[config.mk]
export PLATFORM = sky130hd
export DESIGN_NAME = compare_seq_flat
export DESIGN_NICKNAME = d
export VERILOG_FILES = /design/src/rtl/compare_seq_if.sv /design/src/rtl/compare_seq.sv /design/src/flat_wrapper.sv
export SDC_FILE = /design/constraint.sdc
export NUM_CORES = 1
export LEC_CHECK = 0
export BUFFER_PORTS_ARGS = -buffer_cell sky130_fd_sc_hd__buf_2
export CAP_MARGIN = 5
export CORE_AREA = 5 5 54 56
export CTS_CLUSTER_DIAMETER = 200
export DETAILED_ROUTE_END_ITERATION = 12
export DIE_AREA = 0 0 59 61
export PLACE_DENSITY_LB_ADDON = 0.15
export REMOVE_ABC_BUFFERS = 1
export SLEW_MARGIN = 20
export SYNTH_ARGS = -nofsm -noshare
export SYNTH_HDL_FRONTEND = slang
export SYNTH_SLANG_ARGS = --single-unit
[constraint.sdc]
create_clock -name clk -period 1.5 [get_ports clk]
set_input_delay 0.3 -clock clk [delete_from_list [all_inputs] [get_ports clk]]
set_output_delay 0.3 -clock clk [all_outputs]
set_load 0.05 [all_outputs]
[src/rtl/compare_seq_if.sv]
// Operand/result handshake bundle for compare_seq: shared operand bus, enables
// for the two external operand registers, their readback, and the result channel.
interface compare_seq_if #(
  parameter int WIDTH = 8
);
  logic [WIDTH-1:0] data_in;
  logic             in_valid;
  logic             in_ready;
  logic             en_a;
  logic             en_b;
  logic [WIDTH-1:0] reg_a;
  logic [WIDTH-1:0] reg_b;
  logic             abort;
  logic             gt;
  logic             eq;
  logic             lt;
  logic             out_valid;
  logic             out_ready;
  logic [7:0]       cmp_count;

  modport master (
    output data_in, in_valid, reg_a, reg_b, abort, out_ready,
    input  in_ready, en_a, en_b, gt, eq, lt, out_valid, cmp_count
  );

  modport slave (
    input  data_in, in_valid, reg_a, reg_b, abort, out_ready,
    output in_ready, en_a, en_b, gt, eq, lt, out_valid, cmp_count
  );
endinterface

[src/rtl/compare_seq.sv]
// Two-operand sequencer: loads A then B into external registers, compares them,
// holds the result until consumed. Define CMP_SIGNED_EN for a signed comparison.
module compare_seq #(
  parameter int WIDTH = 8
) (
  input logic         clk,
  input logic         rst,
  compare_seq_if.slave bus
);

  typedef enum logic [1:0] {WAIT_A, WAIT_B, CMP, HOLD} state_t;

  state_t     state;
  logic [2:0] res_p0;
  logic       vld_p1;
  logic [7:0] count;

  // Returns {gt, eq, lt}; exactly one bit is set.
  function automatic logic [2:0] compare(input logic [WIDTH-1:0] a, input logic [WIDTH-1:0] b);
`ifdef CMP_SIGNED_EN
    logic signed [WIDTH-1:0] sa;
    logic signed [WIDTH-1:0] sb;
    sa = signed'(a);
    sb = signed'(b);
    compare = {sa > sb, sa == sb, sa < sb};
`else
    compare = {a > b, a == b, a < b};
`endif
  endfunction

  assign bus.in_ready  = (state == WAIT_A) || (state == WAIT_B);
  assign bus.en_a      = (state == WAIT_A) & bus.in_valid & ~bus.abort;
  assign bus.en_b      = (state == WAIT_B) & bus.in_valid & ~bus.abort;
  assign bus.gt        = res_p0[2];
  assign bus.eq        = res_p0[1];
  assign bus.lt        = res_p0[0];
  assign bus.out_valid = vld_p1;
  assign bus.cmp_count = count;

  always_ff @(posedge clk or posedge rst) begin
    if (rst) begin
      state  <= WAIT_A;
      res_p0 <= '0;
      vld_p1 <= 1'b0;
      count  <= '0;
    end else if (bus.abort) begin
      state  <= WAIT_A;
      res_p0 <= '0;
      vld_p1 <= 1'b0;
    end else begin
      case (state)
        WAIT_A: if (bus.in_valid) state <= WAIT_B;
        WAIT_B: if (bus.in_valid) state <= CMP;
        // p0: B is now in its register; capture the comparison
        CMP: begin
          res_p0 <= compare(bus.reg_a, bus.reg_b);
          state  <= HOLD;
        end
        // p1: publish the result, then wait for the consumer
        HOLD: begin
          if (!vld_p1) begin
            vld_p1 <= 1'b1;
          end else if (bus.out_ready) begin
            vld_p1 <= 1'b0;
            res_p0 <= '0;
            count  <= count + 8'd1;
            state  <= WAIT_A;
          end
        end
        default: state <= WAIT_A;
      endcase
    end
  end

endmodule

[src/flat_wrapper.sv]
// flat-port wrapper written by rule: the top's interface ports become plain ports
module compare_seq_flat 
#(
  parameter int WIDTH = 8
)
  (clk, rst, bus_data_in, bus_in_valid, bus_reg_a, bus_reg_b, bus_abort, bus_out_ready, bus_in_ready, bus_en_a, bus_en_b, bus_gt, bus_eq, bus_lt, bus_out_valid, bus_cmp_count);
  compare_seq_if #(.WIDTH(WIDTH)) bus_i ();
  input logic clk;
  input logic rst;
  input wire logic [$bits(bus_i.data_in)-1:0] bus_data_in;
  input wire logic [$bits(bus_i.in_valid)-1:0] bus_in_valid;
  input wire logic [$bits(bus_i.reg_a)-1:0] bus_reg_a;
  input wire logic [$bits(bus_i.reg_b)-1:0] bus_reg_b;
  input wire logic [$bits(bus_i.abort)-1:0] bus_abort;
  input wire logic [$bits(bus_i.out_ready)-1:0] bus_out_ready;
  output wire logic [$bits(bus_i.in_ready)-1:0] bus_in_ready;
  output wire logic [$bits(bus_i.en_a)-1:0] bus_en_a;
  output wire logic [$bits(bus_i.en_b)-1:0] bus_en_b;
  output wire logic [$bits(bus_i.gt)-1:0] bus_gt;
  output wire logic [$bits(bus_i.eq)-1:0] bus_eq;
  output wire logic [$bits(bus_i.lt)-1:0] bus_lt;
  output wire logic [$bits(bus_i.out_valid)-1:0] bus_out_valid;
  output wire logic [$bits(bus_i.cmp_count)-1:0] bus_cmp_count;
  assign bus_i.data_in = bus_data_in;
  assign bus_i.in_valid = bus_in_valid;
  assign bus_i.reg_a = bus_reg_a;
  assign bus_i.reg_b = bus_reg_b;
  assign bus_i.abort = bus_abort;
  assign bus_i.out_ready = bus_out_ready;
  assign bus_in_ready = bus_i.in_ready;
  assign bus_en_a = bus_i.en_a;
  assign bus_en_b = bus_i.en_b;
  assign bus_gt = bus_i.gt;
  assign bus_eq = bus_i.eq;
  assign bus_lt = bus_i.lt;
  assign bus_out_valid = bus_i.out_valid;
  assign bus_cmp_count = bus_i.cmp_count;
  compare_seq #(.WIDTH(WIDTH)) u_core (.clk(clk), .rst(rst), .bus(bus_i));
endmodule
# [Yosys cells after proc, flatten, opt, wreduce, memory -nomap -nowiden]
# Cells that the tools add are included.
[totals] regBits=14 latchBits=0 ram_bits=0 romBits=0 in_bits=29 wordCells=41 mem_count=0
[classes] n_addsub=1 n_mul=0 n_div=0 magnitude_cmp=2 eq_ne=8 shifts=0 muxes=14 bitwise=5 n_reduce_logical=7
[op_table] operator="two-way mux 2 bit" count=5
[op_table] operator="two-way mux 3 bit" count=3
[op_table] operator="inequality test 3 bit, second input constant" count=3
[op_table] operator="adder 8 x 1 -> 8 bit, second input constant" count=1
[op_table] operator="== test 8 bit" count=1
[op_table] operator="greater-than comparator 8 bit" count=1
[op_table] operator="< comparator 8 bit" count=1
[op_table] operator="case mux 2 bit (4 select lines)" count=1
[op_table] operator="AND reduction 4 bit" count=2
[op_table] operator="case mux 3 bit (2 select lines)" count=1
[op_table] operator="AND 1 bit" count=4
[op_table] operator="== test 2 bit, second input constant" count=2
[op_table] operator="two-way mux 1 bit" count=4
[op_table] operator="inequality test 3 x 2 -> 1 bit, second input constant" count=1
[op_table] operator="AND reduction 3 bit" count=1
[op_table] operator="nonzero test 3 bit" count=1
[op_table] operator="== test 2 x 1 -> 1 bit, second input constant" count=1
[op_table] operator="logical NOT 2 bit" count=1
[op_table] operator="nonzero test 2 bit" count=1
[op_table] operator="logical OR 1 bit" count=1
[op_table] operator="NOT 1 bit" count=1

# [Logic depth before layout (Yosys ltp)]
[logic_depth] word_depth=4 ltp_mapped=6 mapped_depth_nobuf=6

# [Worst setup path before layout]
# Ideal clock, no wire load.
[synth_path] path_kind="register to output" start="reg u_core.state[0]" end="out bus_en_a" arrival_time_ns=1.789 path_slack_ns=-0.589 stages_incl_launch_ff=4 n_path_buf=0 cell_sequence="dfrtp_1 > inv_1 > ha_1 > nor3b_1"
[synth_via] elab_chain_cells=3
[synth_rtl] element="start: declaration" line_no="compare_seq.sv:13" source="state_t state;"
[synth_rtl] element="start signal: assignment" line_no="compare_seq.sv:42" source="state <= WAIT_A;"
[synth_rtl] element="start signal: assignment" line_no="compare_seq.sv:47" source="state <= WAIT_A;"
[synth_rtl] element="start signal: assignment" line_no="compare_seq.sv:52" source="WAIT_A: if (bus.in_valid) state <= WAIT_B;"
[synth_rtl] element="logical NOT 2 bit" line_no="compare_seq.sv:32" source="assign bus.en_a = (state == WAIT_A) & bus.in_valid & ~bus.abort;"
[synth_rtl] element="AND 1 bit (2 in a row)" line_no="compare_seq.sv:32"
[synth_rtl] element="end: declaration" line_no="flat_wrapper.sv:17" source="output wire logic [$bits(bus_i.en_a)-1:0] bus_en_a;"
# No other way between the ends.

# [Worst setup path after layout]
[layout_path] start="reg u_core.state[0]" end="out bus_in_ready"
[layout_via] elab_chain_cells=2 word_cells_on_any_way=3 cone_classes="eq/ne: 1; reduce/logical: 2"
[layout_rtl] element="== test 2 x 1 -> 1 bit or logical NOT 2 bit (tied branches)" line_no="compare_seq.sv:31" source="assign bus.in_ready = (state == WAIT_A) || (state == WAIT_B);"
[layout_rtl] element="logical OR 1 bit *" line_no="compare_seq.sv:31"
[layout_rtl] element="end: declaration" line_no="flat_wrapper.sv:16" source="output wire logic [$bits(bus_i.in_ready)-1:0] bus_in_ready;"
# Mark *: on every way between the ends. The rest lies on a longest branch, timed or not.

==> flow_summary_export.csv <==
group,metric,value,unit
clocking,cts_sinks,14,
clocking,clk_latency,270,ps
outcome,outcome,"finished with violations",
clocking,cts_buffer_depth,2,
power_and_ir_drop,power_switching,0.000671,W
timing,min_period,1640,ps
power_and_ir_drop,p_comb_share,55.4,%
synthesis,syn_avg_cell_area,9.89,sq um
final_layout,fin_util,60.3,%
timing,period_share,109,%
die,fp.coreArea,2390,sq um
timing,finalSetupViolCount,9,
job,drv_cap,0,
synthesis,synth_top_area_share,37.7,%
synthesis,yosys-top-cells-count,"14 x dfrtp_1, 14 x ha_1, 12 x inv_1, 8 x nand2_1, 8 x nor2_1",
worst_setup_path,worstSetupStartpointType,"flip-flop",
detailed_routing,viasPerCell,4.83,
timing,maxSlewHeadroom,63.4,%
power_and_ir_drop,power_frac_seq,28.1,%
synthesis,ys_seq_area_share,37.7,%
synthesis,synth_area_leaders,"dfrtp_1 38%, ha_1 19%, inv_1 4.8%",
worst_setup_path,cp.arrival,1340,ps
power_and_ir_drop,p_sw_share,40.1,%
worst_setup_path,cp_max_fo,3,
power_and_ir_drop,finalPower,0.00167,W
clocking,cts_tree,"built",
power_and_ir_drop,power.leakage,0.784,nW
global_route,grt_max_degree,15,
timing,fin_ws,-135,ps
global_route,antenna_found_initial,0,
clocking,root_buffer,"clkbuf_4",
global_route,overflow,0,
detailed_routing,via_count,850,
synthesis,synth_area,930,sq um
worst_setup_path,required,1200,ps
power_and_ir_drop,clockPowerShare,16.5,%
detailed_routing,wl,2.13,mm
detailed_routing,drc,0,
final_layout,nets,190,
final_layout,final_cell_count_no_fill,176,
detailed_routing,final_antenna_net_count,0,
final_layout,area_delta_synth_final,54.8,%
placement,place.gp.congestion,0.741,
detailed_routing,avgRoutedWirePerCell,12.1,um
synthesis,yosys_warnings,0,
die,die_h,61,um
synthesis,yosysTopAreaCell,"dfrtp_1",
clocking,cts_hold_buf,0,
clocking,cts.htree.levels,1,
global_route,grt_pass1_wl,3.41,mm
timing,hold_viol,0,
final_layout,antenna_cells,0,
global_route,grtUsageTotal,12.5,%
die,io_pins,44,
worst_setup_path,endpoint_kind,"output pin",
power_and_ir_drop,vdd_ir_drop_max,0.000737,V
clocking,numCtsBuffers,3,
die,rows,18,
global_route,grt_pass1_vias,861,
power_and_ir_drop,cell_internal_pwr,0.00100,W
outcome,violations,"setup timing",
placement,placed_area,1180,sq um
die,die_x,59,um
worst_setup_path,critPathKind,"flip-flop to output pin",
synthesis,synth_edf_count,0,
synthesis,synthDistinctLibCells,29,
min_path,min_path_type,"input port to async pin",
placement,dp_cells,165,
final_layout,drive_above_1_share,52.7,%
synthesis,async_flop_share,100,%
timing,fmax,611,MHz
clocking,clkTransAtPathRegs,90,ps
timing,clock_skew,4.10,ps
final_layout,final_area,1440,sq um
die,start_util,38.9,%
detailed_routing,dr.pass1.iters,4,
timing,grt_setup_unrepaired,"yes",
synthesis,synthCells,94,
placement,dp_hpwl,1.62,mm
synthesis,synthFlopType,"dfrtp_1",
timing,tightestPinTransition,548,ps
timing,slew_viol_final,0,
synthesis,synth_seq_cells,14,
detailed_routing,drtIter0Drc,19,
placement,port-buffer-count,35,
die,dieArea,3600,sq um
power_and_ir_drop,power.density,1160,nW/um^2
==> power by group through the flow <==
stage,Combinational (W),Sequential [W],Clock (W)
2_1_floorplan,0.000356,0.000524,0
3_3_place_gp,0.000586,0.000465,0
3_5_place_dp,0.000598,0.000470,0
4_1_cts,0.000832,0.000461,0.000286
5_1_grt,0.00101,0.000479,0.000301
6_report,0.000927,0.000470,0.000276
==> worst paths after layout <==
| kind | from | end | slack (ps) | depth (start not counted) |
|---|---|---|---|---|
| setup / recovery | u_core.state[0]$_DFFE_PP0P_ | bus_in_ready | -140 | 4 |
| setup reg to reg | u_core.state[0]$_DFFE_PP0P_ | u_core.bus.cmp_count[1]$_DFFE_PP0P_ | -70 | 5 |
| max in group asynchronous | rst | u_core.state[0]$_DFFE_PP0P_ | 1060 | 2 |
| hold reg to reg | u_core.bus.cmp_count[7]$_DFFE_PP0P_ | u_core.bus.cmp_count[7]$_DFFE_PP0P_ | 470 | 1 |
| hold / removal | rst | u_core.state[1]$_DFFE_PP0P_ | 50 | 2 |
| min in group clk | bus_abort | u_core.state[0]$_DFFE_PP0P_ | 380 | 3 |
==> metal layers <==
layer / vias up / track usage (%) / part of all wire (%)
li1: 424 / - / -
met1: 404 / 13.6 / 41
met2: 22 / 23.3 / 53
met3: 0 / 2.98 / 6.1
met4: 0 / 4.85 / 0
met5: - / 0 / 0
==> cells in the final DEF, fill, tap and decap left out, types with 2 or more instances in the layout <==
master,n
a21oi_1,4
buf_2,32
buf_4,13
buf_6,3
clkbuf_4,3
dfrtp_1,13
ha_1,10
ha_4,3
inv_1,10
inv_2,2
nand2_1,8
nand4_1,3
nor2_1,7
xnor2_1,3
xor2_1,4
==> logic make-up (layout without fill, tap and decap cells) <==
family / count (synthesis) / count (layout) / share of synthesized area, %
AO/OA/AOI/OAI: 12 / 12 / 8.61
XOR/XNOR: 7 / 7 / 6.60
adder cells (fa/ha/maj): 14 / 14 / 18.8
buffers and inverters: 13 / 65 / 6.06
flip-flops: 14 / 14 / 37.7
multiplexers: 2 / 2 / 2.29
AND/OR/NAND/NOR: 32 / 32 / 19.9
==> sequential cells by signal, summed over array words and instances (netlist names) <==
signal	cells
u_core.bus.cmp_count	8
u_core.bus.out_valid	1
u_core.res_p0	3
u_core.state	2
==> timing repair <==
item	CTS	global route
buffers inserted	5	3
setup endpoints to repair	9	13
resized for setup	29	9
endpoints found under the hold margin	0	0
pin swaps	5	7
==> critical path: stages, from the launching register on <==
cell,delay (ps)
dfrtp_2,420
inv_2,60
ha_2,180
or2_4,250
buf_8,150
==> area by class of cell <==
class | count | area [sq um]
fill | 215 | 948
clock buffer | 4 | 36.3
timing repair buffer | 49 | 307
inverter | 12 | 45.0
tap | 30 | 37.5
sequential | 14 | 352
multi-input combinational | 67 | 662
==> stage by stage <==
step	hold WS [ps]	setup slack [ps]	setup TNS [ps]
global route	105	-183	-1430
finish	51.8	-135	-649
CTS	66.6	-118	-636
global placement	378	-145	-436
detailed placement	379	-177	-584
floorplan	189	-589	-1790
(Power assumes the default switching activity.)
